$ cat config.mk
export PLATFORM = sky130hd
export DESIGN_NAME = qq_op_arbiter
export DESIGN_NICKNAME = d
export VERILOG_FILES = /design/src/rtl/qq_op_arbiter.sv
export SDC_FILE = /design/constraint.sdc
export NUM_CORES = 1
export LEC_CHECK = 0
export BUFFER_PORTS_ARGS = -buffer_cell sky130_fd_sc_hd__clkbuf_2
export CORE_UTILIZATION = 45
export DETAILED_ROUTE_END_ITERATION = 12
export PLACE_DENSITY = 0.83
export SLEW_MARGIN = 20
export SYNTH_ARGS = -nofsm -noshare
export SYNTH_HDL_FRONTEND = slang
export SYNTH_SLANG_ARGS = --single-unit
$ cat constraint.sdc
create_clock -name i_clk -period 2.5 [get_ports i_clk]
set_clock_uncertainty 0.15 [all_clocks]
set_input_delay 0.5 -clock i_clk [delete_from_list [all_inputs] [get_ports i_clk]]
set_output_delay 0.5 -clock i_clk [all_outputs]
set_load 0.03 [all_outputs]
$ cat src/rtl/qq_op_arbiter.sv
// -----------------------------------------------------------------------------
// qq_op_arbiter
// Shares one QuickQ priority-queue controller between N_REQ requesters.
// A round-robin pick selects one requester. Its operation is checked against
// the queue full/empty flags and then issued to the controller as a single
// enq or deq pulse. The arbiter waits for done, or gives up after TIMEOUT
// cycles, and returns an ack or an error to the winner.
//
// Ports
//   i_clk, i_rst          clock, synchronous active-high reset
//   i_req[N_REQ]          per-requester level request
//   i_req_deq[N_REQ]      per-requester op (1 = dequeue, 0 = enqueue)
//   i_req_data            per-requester enqueue data, slice i = [i*DW +: DW]
//   o_gnt[N_REQ]          one-hot acceptance pulse
//   o_rsp_valid[N_REQ]    one-hot response pulse
//   o_rsp_err             response is a reject (full/empty) or a timeout
//   o_rsp_data            dequeued entry on a successful dequeue
//   o_enq, o_deq          one-cycle operation pulses to the controller
//   o_q_wdata             enqueue data, held from the pulse until the response
//   i_done                controller operation complete
//   i_full, i_empty       queue status flags
//   i_q_rdata             controller dequeue output, sampled with i_done
// -----------------------------------------------------------------------------
module qq_op_arbiter #(
   parameter int N_REQ   = 4,
   parameter int DW      = 32,
   parameter int TIMEOUT = 64
) (
   input  logic                i_clk,
   input  logic                i_rst,
   input  logic [N_REQ-1:0]    i_req,
   input  logic [N_REQ-1:0]    i_req_deq,
   input  logic [N_REQ*DW-1:0] i_req_data,
   output logic [N_REQ-1:0]    o_gnt,
   output logic [N_REQ-1:0]    o_rsp_valid,
   output logic                o_rsp_err,
   output logic [DW-1:0]       o_rsp_data,
   output logic                o_enq,
   output logic                o_deq,
   output logic [DW-1:0]       o_q_wdata,
   input  logic                i_done,
   input  logic                i_full,
   input  logic                i_empty,
   input  logic [DW-1:0]       i_q_rdata
);

   localparam int IW = (N_REQ > 1) ? $clog2(N_REQ) : 1;
   localparam int TW = $clog2(TIMEOUT + 1);

   typedef enum logic [1:0] {
      S_IDLE  = 2'd0,
      S_CHECK = 2'd1,
      S_WAIT  = 2'd2,
      S_RESP  = 2'd3
   } state_t;

   // Round-robin pick: the first requesting index at or after ptr, wrapping.
   // The scan runs from the farthest candidate back to the nearest, so the
   // last hit that is kept is the nearest one.
   function automatic logic [IW-1:0] f_rr_pick(input logic [N_REQ-1:0] req,
                                                input logic [IW-1:0]    ptr);
      logic [IW-1:0] pick;
      int            c;
      pick = '0;
      for (int k = N_REQ - 1; k >= 0; k--) begin
         c = int'(ptr) + k;
         if (c >= N_REQ) begin
            c = c - N_REQ;
         end else begin
            c = c;
         end
         if (req[c]) begin
            pick = c[IW-1:0];
         end else begin
            pick = pick;
         end
      end
      return pick;
   endfunction

   function automatic logic [N_REQ-1:0] f_onehot(input logic [IW-1:0] idx);
      return {{(N_REQ-1){1'b0}}, 1'b1} << idx;
   endfunction

   state_t            r_state,    w_state;
   logic [IW-1:0]     r_idx,      w_idx;
   logic              r_op,       w_op;
   logic [IW-1:0]     r_rr_ptr,   w_rr_ptr;
   logic [TW-1:0]     r_timer,    w_timer;
   logic [N_REQ-1:0]  r_gnt,      w_gnt;
   logic [N_REQ-1:0]  r_rsp_valid, w_rsp_valid;
   logic              r_rsp_err,  w_rsp_err;
   logic [DW-1:0]     r_rsp_data, w_rsp_data;
   logic              r_enq,      w_enq;
   logic              r_deq,      w_deq;
   logic [DW-1:0]     r_q_wdata,  w_q_wdata;
   logic [IW-1:0]     w_pick;
   logic              w_reject;

   assign w_pick   = f_rr_pick(i_req, r_rr_ptr);
   // An op is rejected up front when the queue cannot accept it.
   assign w_reject = r_op ? i_empty : i_full;

   // Next-state and next-output logic for the arbitration sequence.
   always_comb begin
      w_state     = r_state;
      w_idx       = r_idx;
      w_op        = r_op;
      w_rr_ptr    = r_rr_ptr;
      w_timer     = r_timer;
      w_gnt       = '0;
      w_rsp_valid = '0;
      w_rsp_err   = 1'b0;
      w_rsp_data  = r_rsp_data;
      w_enq       = 1'b0;
      w_deq       = 1'b0;
      w_q_wdata   = r_q_wdata;

      case (r_state)
         S_IDLE: begin
            if (|i_req) begin
               w_idx     = w_pick;
               w_op      = i_req_deq[w_pick];
               w_q_wdata = i_req_data[w_pick*DW +: DW];
               w_gnt     = f_onehot(w_pick);
               w_state   = S_CHECK;
            end else begin
               w_state   = S_IDLE;
            end
         end
         S_CHECK: begin
            if (w_reject) begin
               w_rsp_valid = f_onehot(r_idx);
               w_rsp_err   = 1'b1;
               w_rsp_data  = '0;
               w_state     = S_RESP;
            end else begin
               w_enq       = ~r_op;
               w_deq       = r_op;
               w_timer     = '0;
               w_state     = S_WAIT;
            end
         end
         S_WAIT: begin
            // The timer saturates so that it cannot wrap if the wait is stretched.
            if (r_timer == {TW{1'b1}}) begin
               w_timer = r_timer;
            end else begin
               w_timer = r_timer + {{(TW-1){1'b0}}, 1'b1};
            end
            // done is checked first, so it wins when it lands on the timeout cycle.
            if (i_done) begin
               w_rsp_valid = f_onehot(r_idx);
               w_rsp_err   = 1'b0;
               w_rsp_data  = r_op ? i_q_rdata : '0;
               w_state     = S_RESP;
            end else if (r_timer == TW'(TIMEOUT - 1)) begin
               w_rsp_valid = f_onehot(r_idx);
               w_rsp_err   = 1'b1;
               w_rsp_data  = '0;
               w_state     = S_RESP;
            end else begin
               w_state     = S_WAIT;
            end
         end
         S_RESP: begin
            if (r_idx == IW'(N_REQ - 1)) begin
               w_rr_ptr = '0;
            end else begin
               w_rr_ptr = r_idx + {{(IW-1){1'b0}}, 1'b1};
            end
            w_state = S_IDLE;
         end
         default: begin
            w_state = S_IDLE;
         end
      endcase
   end

   // State and output registers. Reset abandons any operation in flight.
   always_ff @(posedge i_clk) begin
      if (i_rst) begin
         r_state     <= S_IDLE;
         r_idx       <= '0;
         r_op        <= 1'b0;
         r_rr_ptr    <= '0;
         r_timer     <= '0;
         r_gnt       <= '0;
         r_rsp_valid <= '0;
         r_rsp_err   <= 1'b0;
         r_rsp_data  <= '0;
         r_enq       <= 1'b0;
         r_deq       <= 1'b0;
         r_q_wdata   <= '0;
      end else begin
         r_state     <= w_state;
         r_idx       <= w_idx;
         r_op        <= w_op;
         r_rr_ptr    <= w_rr_ptr;
         r_timer     <= w_timer;
         r_gnt       <= w_gnt;
         r_rsp_valid <= w_rsp_valid;
         r_rsp_err   <= w_rsp_err;
         r_rsp_data  <= w_rsp_data;
         r_enq       <= w_enq;
         r_deq       <= w_deq;
         r_q_wdata   <= w_q_wdata;
      end
   end

   assign o_gnt       = r_gnt;
   assign o_rsp_valid = r_rsp_valid;
   assign o_rsp_err   = r_rsp_err;
   assign o_rsp_data  = r_rsp_data;
   assign o_enq       = r_enq;
   assign o_deq       = r_deq;
   assign o_q_wdata   = r_q_wdata;

endmodule
* Yosys cells after proc, flatten, opt, wreduce, memory -nomap -nowiden *
Index checks and enable logic that the tools add are counted.
Widths: inputs -> output; s select.

storage, ports and cells
  bits in registers = 89
  bits of input ports = 173
  logic and storage cells = 100

cells by class
  add/subtract/negate cells = 9
  order comparisons = 9
  equality and inequality tests = 10
  shift operators = 3
  muxes and demuxes = 45
  bitwise operators = 4
  reduce and logical (&&, ||, !) cells = 8

operator list
  cell                 number
  $mux 32              8
  $lt 32x4->1 const B  4
  $shiftx 128x8->32    1
  $pmux 32 s2          1
  $mux 1               17
  $mux 7               2
  $pmux 7 s2           1
  $mux 4               3
  $sub 3x3->4 const B  3
  $bmux 1 s2           5
  $mux 2               5
  $ge 3x3->1 const B   3
  $pmux 2 s4           1
  $pmux 4 s2           1
  $shl 1x2->4 const A  2
  $add 7x1->7 const B  1
  $eq 7x6->1 const B   1
  $eq 7x7->1 const B   1
  $add 2x2->3 const B  2
  $eq 2x2->1 const B   3
  $ne 2x2->1 const B   3
  $reduce_and 3->1     2
  $reduce_or 3->1      2
  $not 1->1            4
  other kinds (12)     12

* Logic depth before layout (Yosys ltp) *
Gate-level depths: netlist (run 1).

  depth after elaboration = 12
  gate-level depth with buffers = 9
  mapped depth without buffers = 7

* Worst setup path before layout (run 1) *
OpenSTA, ideal clock, no wires.

  path kind = register -> register
  start = register r_timer[0]
  end = register r_rsp_data[10] (netlist: o_rsp_data[10])
  setup time = 128 ps
  arrival time = 1748 ps
  setup slack = 474 ps
  cell stages (with the launch flop) = 8
  clock period less this slack = 2026 ps
  path through = dfxtp_1 ha_1 and4_4 and3b_4 o311ai_4 buf_12 mux2i_1 nor2_1

between the ends
  cells in the longest elaborated chain, start to end = 3

ends and longest elaborated chain
  item                               line  text
  start, declared                    89    logic [TW-1:0] r_timer, w_timer;
  start signal, assigned             200   r_timer <= w_timer;
  $eq 7x6->1                         157   end else if (r_timer == TW'(TIMEOUT - 1)) begin
  $ne 3x3->1 (no source line)        -
  $reduce_and 3->1 (no source line)  -
  end signal, assigned               204   r_rsp_data <= w_rsp_data;
  end, declared                      93    logic [DW-1:0] r_rsp_data, w_rsp_data;

No other way between the ends.
A chain may end at the register's enable or synchronous reset.

* Worst setup path in the final report (run 1) *
  start = register r_rr_ptr[1]
  end = register r_q_wdata[4] (netlist: o_q_wdata[4])

between the ends
  cells in the longest elaborated chain, start to end = 11
  elaborated cells between the ends (all ways) = 32
  those cells by class = add/sub: 7; order compare: 4; shift: 1; mux: 20

ends and longest elaborated chain
  item                                       line    text
  start, declared                            88      logic [IW-1:0] r_rr_ptr, w_rr_ptr;
  start signal, assigned                     199     r_rr_ptr <= w_rr_ptr;
  $add 2x2->3                                66      c = int'(ptr) + k;
  $sub 3x3->4 or $ge 3x3->1 (tied branches)  68, 67
  $mux 32                                    67      if (c >= N_REQ) begin
  $bmux 1 s2                                 72      if (req[c]) begin
  $mux 1 (not written as such) (2 in a row)  72
  $mux 2 (3 in a row)                        72
  $mux 2 *                                   72
  $shiftx 128x8->32 *                        124     w_q_wdata = i_req_data[w_pick*DW +: DW];
  end signal, assigned                       207     r_q_wdata <= w_q_wdata;
  end, declared                              96      logic [DW-1:0] r_q_wdata, w_q_wdata;

Mark *: on every way between the ends. The rest lies on a longest branch, timed or not. The select of a mux whose other input is x is not followed.

==> results of run 1 <==
==> stage by stage <==
step	cell area [µm²]	total power [mW]	instances
global placement	5730	2.45	803
global route	5980	3.63	823
floorplan	4380	2.17	444
finish	5980	3.48	823
CTS	5930	3.49	819
detailed placement	5730	2.47	803
==> cell usage in the layout (no fill, tap or decap), types with 8 or more instances in the layout <==
| master | instances |
|---|---|
| clkbuf_2 | 247 |
| dfxtp_1 | 89 |
| nor2_1 | 48 |
| nand2_1 | 39 |
| buf_4 | 14 |
| o221ai_1 | 33 |
| clkbuf_8 | 10 |
| mux2i_1 | 105 |
| a21oi_1 | 8 |
| and2_1 | 36 |
| ha_1 | 10 |
==> flip-flops by register name, indices dropped and copies added (netlist names) <==
register	count
r_idx	2
r_timer	7
r_rr_ptr	2
r_op	1
o_deq	1
o_rsp_err	1
o_rsp_data	32
o_gnt	4
o_enq	1
r_state	2
o_q_wdata	32
o_rsp_valid	4
==> logic make-up after synthesis <==
kind of cell | after synthesis | share of synthesized area (%)
mux | 106 | 24.3
compound gates | 49 | 9.45
buf+inv | 39 | 5.54
xor+xnor | 4 | 0.800
flops | 89 | 40.7
simple gates | 147 | 16.3
fa+ha+maj | 10 | 2.86
==> how the worst max path moves through the flow <==
stage | from | end | slack (ps) | depth (start not counted)
after floorplan | r_timer[0]$_SDFFE_PP0P_ | o_rsp_data[10]$_SDFFE_PP0P_ | 470 | 7
final | r_rr_ptr[1]$_SDFFE_PP0N_ | o_q_wdata[4]$_SDFFE_PP0N_ | 320 | 7
after global routing | r_rr_ptr[1]$_SDFFE_PP0N_ | o_q_wdata[7]$_SDFFE_PP0N_ | 110 | 7
after detailed placement | r_timer[0]$_SDFFE_PP0P_ | o_rsp_data[18]$_SDFFE_PP0P_ | 100 | 7
after CTS | r_timer[0]$_SDFFE_PP0P_ | o_rsp_data[18]$_SDFFE_PP0P_ | 70 | 7
after global placement | i_req[2] | o_q_wdata[4]$_SDFFE_PP0N_ | 180 | 8
==> report_power, final <==
group	switching, mW	total, mW	internal [mW]
clock network	0.520	1.01	0.493
registers	0.0508	1.56	1.50
logic	0.509	0.910	0.402
total	1.08	3.48	2.40
==> routing by layer <==
| metal | routed length [µm] | share of wire, % | track usage (%) |
|---|---|---|---|
| met5 | 0 | 0 | 0 |
| met4 | 214 | 1.7 | 8.70 |
| met3 | 896 | 7.3 | 5.62 |
| met2 | 6440 | 52 | 43.0 |
| met1 | 4790 | 39 | 25.7 |
==> cell type report <==
class,instances,share of cell area (%)
Inverter,7,0.440
Clock buffer,10,2.30
Clock inverter,6,1.09
Timing Repair Buffer,266,24.1
Sequential cell,89,29.8
Multi-Input combinational cell,316,39.5
Tap cell,129,2.70
==> critical path, delay by kind of cell (launching register included) <==
| family | cells | cell delay [ps] |
|---|---|---|
| muxes | 2 | 530 |
| buffers and inverters | 2 | 470 |
| DFF | 1 | 430 |
| AOI/OAI and AO/OA | 1 | 140 |
| and+or+nand+nor | 2 | 320 |
==> results.cfg, run 1 <==
[timing]
fin_hold_ws_ps = 301
finalCriticalPeriod_ps = 2180
slew_violations = 0
fmax_mhz = 459
setup_tns_ps = 0
worst_pin_slew_ps = 476
finalSetupViolCount = 0
fin_ws_ps = 320
hold_violations = 0
maxSlewHeadroom_pct = 67.4
finalCritPeriodShare_pct = 87.2
rsz0062_at_grt = no

[placed_design]
place.port_buffers = 247
hpwl_um = 9650
place_ws_ps = 99.2
gp_congestion = 0.793

[clocking]
clock-root-buffer = clkbuf_8
clkSinkCount = 89
clk_pin_slew_ps = 90
post_cts_buffers = 0
cts_buffers = 9
cts_hold_buf = 0
clockBufferDepth = 2
cts_tree = yes
cts_resized = 0
clk_latency_ps = 350
cts-htree-levels = 3

[yosys]
synth.top_cell.area_share_pct = 40.7
synth_seq_cells = 89
syn_avg_cell_area_um2 = 9.87
synth.largest_area_cell = dfxtp_1
synth_common_cells = mux2i_1 (105), dfxtp_1 (89), nor2_1 (48)
dominantRegCellSynth = dfxtp_1
synth_nets = 627
synth.area.top_cells = dfxtp_1 (41%), mux2i_1 (24%), o221ai_1 (6.6%)
netlist_instances = 444
synth_edf_count = 0
synth.most_common_cell = mux2i_1
netlist_area_mm2 = 0.00438
synthArstFlopShare_pct = 0
ys_seq_area_share_pct = 40.7
synth_cell_type_count = 37
yosysWarnings = 0

[finish]
final_util_pct = 64.1
insertedDiodeCount = 0
finalNetCount = 872
drive_above_1_share_pct = 41.8
multi_input_area_mm2 = 0.00236
seqCellArea_mm2 = 0.00178
syn2layout_area_growth_pct = 36.4
n_fill_cell = 798

[die]
core_mm2 = 0.00933
num_rows = 35
die_h_um = 101
initial_core_util_pct = 47.0
ios = 248
die_area_mm2 = 0.0101
fp.dieW_um = 101

[drt]
drt_iter0_markers = 104
wl_per_cell_um = 15.0
drc_errors = 0
first_pass_iters = 4
ant_nets = 0
finalWirelength_um = 12300
vias = 4192
via_per_inst = 5.09

[worst_setup_path]
start_kind = register
slowest_stage = dfxtp_1
worstReg2RegEnd = o_q_wdata[4]$_SDFFE_PP0N_
rrSetupSlack_ps = 320
rr_worst_depth = 7
max_stage_delay_ps = 430
critical_path_required_ps = 2580
cp_max_fo = 32
arrival_ps = 2260
rr_startpoint = r_rr_ptr[1]$_SDFFE_PP0N_
worstSetupPathType = reg2reg
crit_chain = mux2i_1 -> nor2_1 -> nor3_2 -> buf_12 -> buf_12 -> mux2i_1 -> o221ai_1
critPathCaptureType = register

[job]
drv_cap = 0

[grt]
antenna_found_initial = 0
first_global_vias = 3965
overflow = 0
grtUsageTotal_pct = 23.3
grt_max_degree = 39
grt_pass1_wl_um = 18500

[worst_hold_path]
hold_path_depth = 2
hp-start = i_rst
hold-path-endpoint = r_state[0]$_SDFF_PP0_
min-delay-path-class = in2reg

[pwr]
leakage_nw = 3.03
ir_drop_uv = 295
power_density_mw_per_mm2 = 582

[run_status]
status = finished clean
Power figures use the tool's default switching activity.
==> inputs of run 2 (changes only) <==
--- a/config.mk
+++ b/config.mk
@@ -6,6 +6,7 @@
 export NUM_CORES = 1
 export LEC_CHECK = 0
 export BUFFER_PORTS_ARGS = -buffer_cell sky130_fd_sc_hd__clkbuf_2
+export CORE_ASPECT_RATIO = 0.9
 export CORE_UTILIZATION = 45
 export DETAILED_ROUTE_END_ITERATION = 12
 export PLACE_DENSITY = 0.83
@@ -13,3 +14,4 @@
 export SYNTH_ARGS = -nofsm -noshare
 export SYNTH_HDL_FRONTEND = slang
 export SYNTH_SLANG_ARGS = --single-unit
+export TNS_END_PERCENT = 50
==> results.cfg, run 2 (synthesis gave the netlist of run 1 again) <==
[run_status]
status = finished clean

[die]
fp.dieW_um = 106
die_h_um = 95.6
core_mm2 = 0.00929
initial_core_util_pct = 47.2
die_area_mm2 = 0.0101
num_rows = 33
ios = 248

[drt]
vias = 4188
drt_iter0_markers = 231
drc_errors = 0
wl_per_cell_um = 15.0
via_per_inst = 5.13
ant_nets = 0
finalWirelength_um = 12200
first_pass_iters = 4

[grt]
grt_max_degree = 35
grt_pass1_wl_um = 18200
grt-busiest-layer = met2
grtUsageMet1_pct = 27.4
antenna_found_initial = 0
grtUsageTotal_pct = 22.9
first_global_vias = 3911
grtUsageMet2_pct = 40.0
overflow = 0
grt_use_met3_pct = 6.22

[finish]
syn2layout_area_growth_pct = 36.5
drive_above_1_share_pct = 41.7
finalNetCount = 873
postLayoutCellArea_mm2 = 0.00598
layout_common_cells = clkbuf_2 (247), mux2i_1 (105), dfxtp_1 (89)
final_common_cell = clkbuf_2
final_util_pct = 64.4
insertedDiodeCount = 0

[worst_hold_path]
hp-start = i_req_data[10]
min-delay-path-class = in2reg

[worst_setup_path]
cp_max_fo = 24
start_kind = register
arrival_ps = 2300
rr_startpoint = r_timer[0]$_SDFFE_PP0P_
crit_start = r_timer[0]$_SDFFE_PP0P_
worstSetupPathType = reg2reg
critical_path_required_ps = 2590
critPathCaptureType = register

[pwr]
power_density_mw_per_mm2 = 579
leakage_nw = 3.03
ir_drop_uv = 402

[placed_design]
gp_congestion = 0.766
place.port_buffers = 247
hpwl_um = 9620
placed_area_mm2 = 0.00573

[clocking]
cts-htree-levels = 3
cts_tree = yes
clk_latency_ps = 350
clk_pin_slew_ps = 90
clkSinkCount = 89
cts_buffers = 9
clockBufferDepth = 2
clock-root-buffer = clkbuf_8

[timing]
hold_violations = 0
slew_violations = 0
worst_pin_slew_ps = 435
setup_tns_ps = 0
finalSetupViolCount = 0
finalCritPeriodShare_pct = 88.6
finalCriticalPeriod_ps = 2220
rsz0062_at_grt = no
maxSlewHeadroom_pct = 70.2
fmax_mhz = 451

[job]
drv_cap = 0
[run 2: where the power goes]
group | internal (mW) | switching (mW) | total [mW] | leakage [nW]
sequential | 1.50 | 0.0531 | 1.56 | 0.725
clock | 0.466 | 0.520 | 0.987 | 0.0929
combinational | 0.408 | 0.509 | 0.917 | 2.21
total | 2.38 | 1.08 | 3.46 | 3.03
[run 2: critical path, cell delays in order, from the launching register on]
cell,delay (ps)
dfxtp_1,350
ha_1,230
and4_4,200
and3b_4,190
o311ai_4,300
buf_12,170
buf_12,200
mux2i_1,240
nor2_1,60
[run 2: layout make-up]
type                            instances  area, µm²
Inverter                                7       26.3
Multi-Input combinational cell        316       2360
Fill cell                             767       3310
Clock inverter                          6       67.6
Clock buffer                           10        128
Tap cell                              122        153
Timing Repair Buffer                  267       1460
Sequential cell                        89       1780
[run 2: path summary, 6_finish.rpt]
path / endpoint / slack (ps) / cells past startpoint
setup / recovery: o_rsp_data[18]$_SDFFE_PP0P_ / 280 / 8
hold / removal: o_q_wdata[10]$_SDFFE_PP0N_ / 300 / 3
setup reg to reg: o_rsp_data[18]$_SDFFE_PP0P_ / 280 / 8
hold reg to reg: o_q_wdata[16]$_SDFFE_PP0N_ / 320 / 2
[run 2: stage by stage]
| step | instances | setup WS [ps] | power (mW) | hold WS, ps |
|---|---|---|---|---|
| 2_1_floorplan | 444 | 474 | 2.17 | 294 |
| 3_3_place_gp | 795 | 214 | 2.44 | 297 |
| 3_5_place_dp | 795 | 87.4 | 2.47 | 301 |
| 4_1_cts | 811 | 74.6 | 3.46 | 291 |
| 5_1_grt | 817 | 126 | 3.63 | 304 |
| 6_report | 817 | 284 | 3.46 | 302 |
[run 2: per-layer routing]
layer / vias up / share of wire (%)
li1: 2059 / -
met4: 0 / 2.1
met5: - / 0
met2: 151 / 51
met1: 1960 / 42
met3: 18 / 5.5
[run 2: timing repair]
action | 4_1_cts | 5_1_grt
setup buffers | 0 | 6
setup endpoints to repair | 0 | 3
resized for setup | 0 | 0
hold buffers | 0 | 0
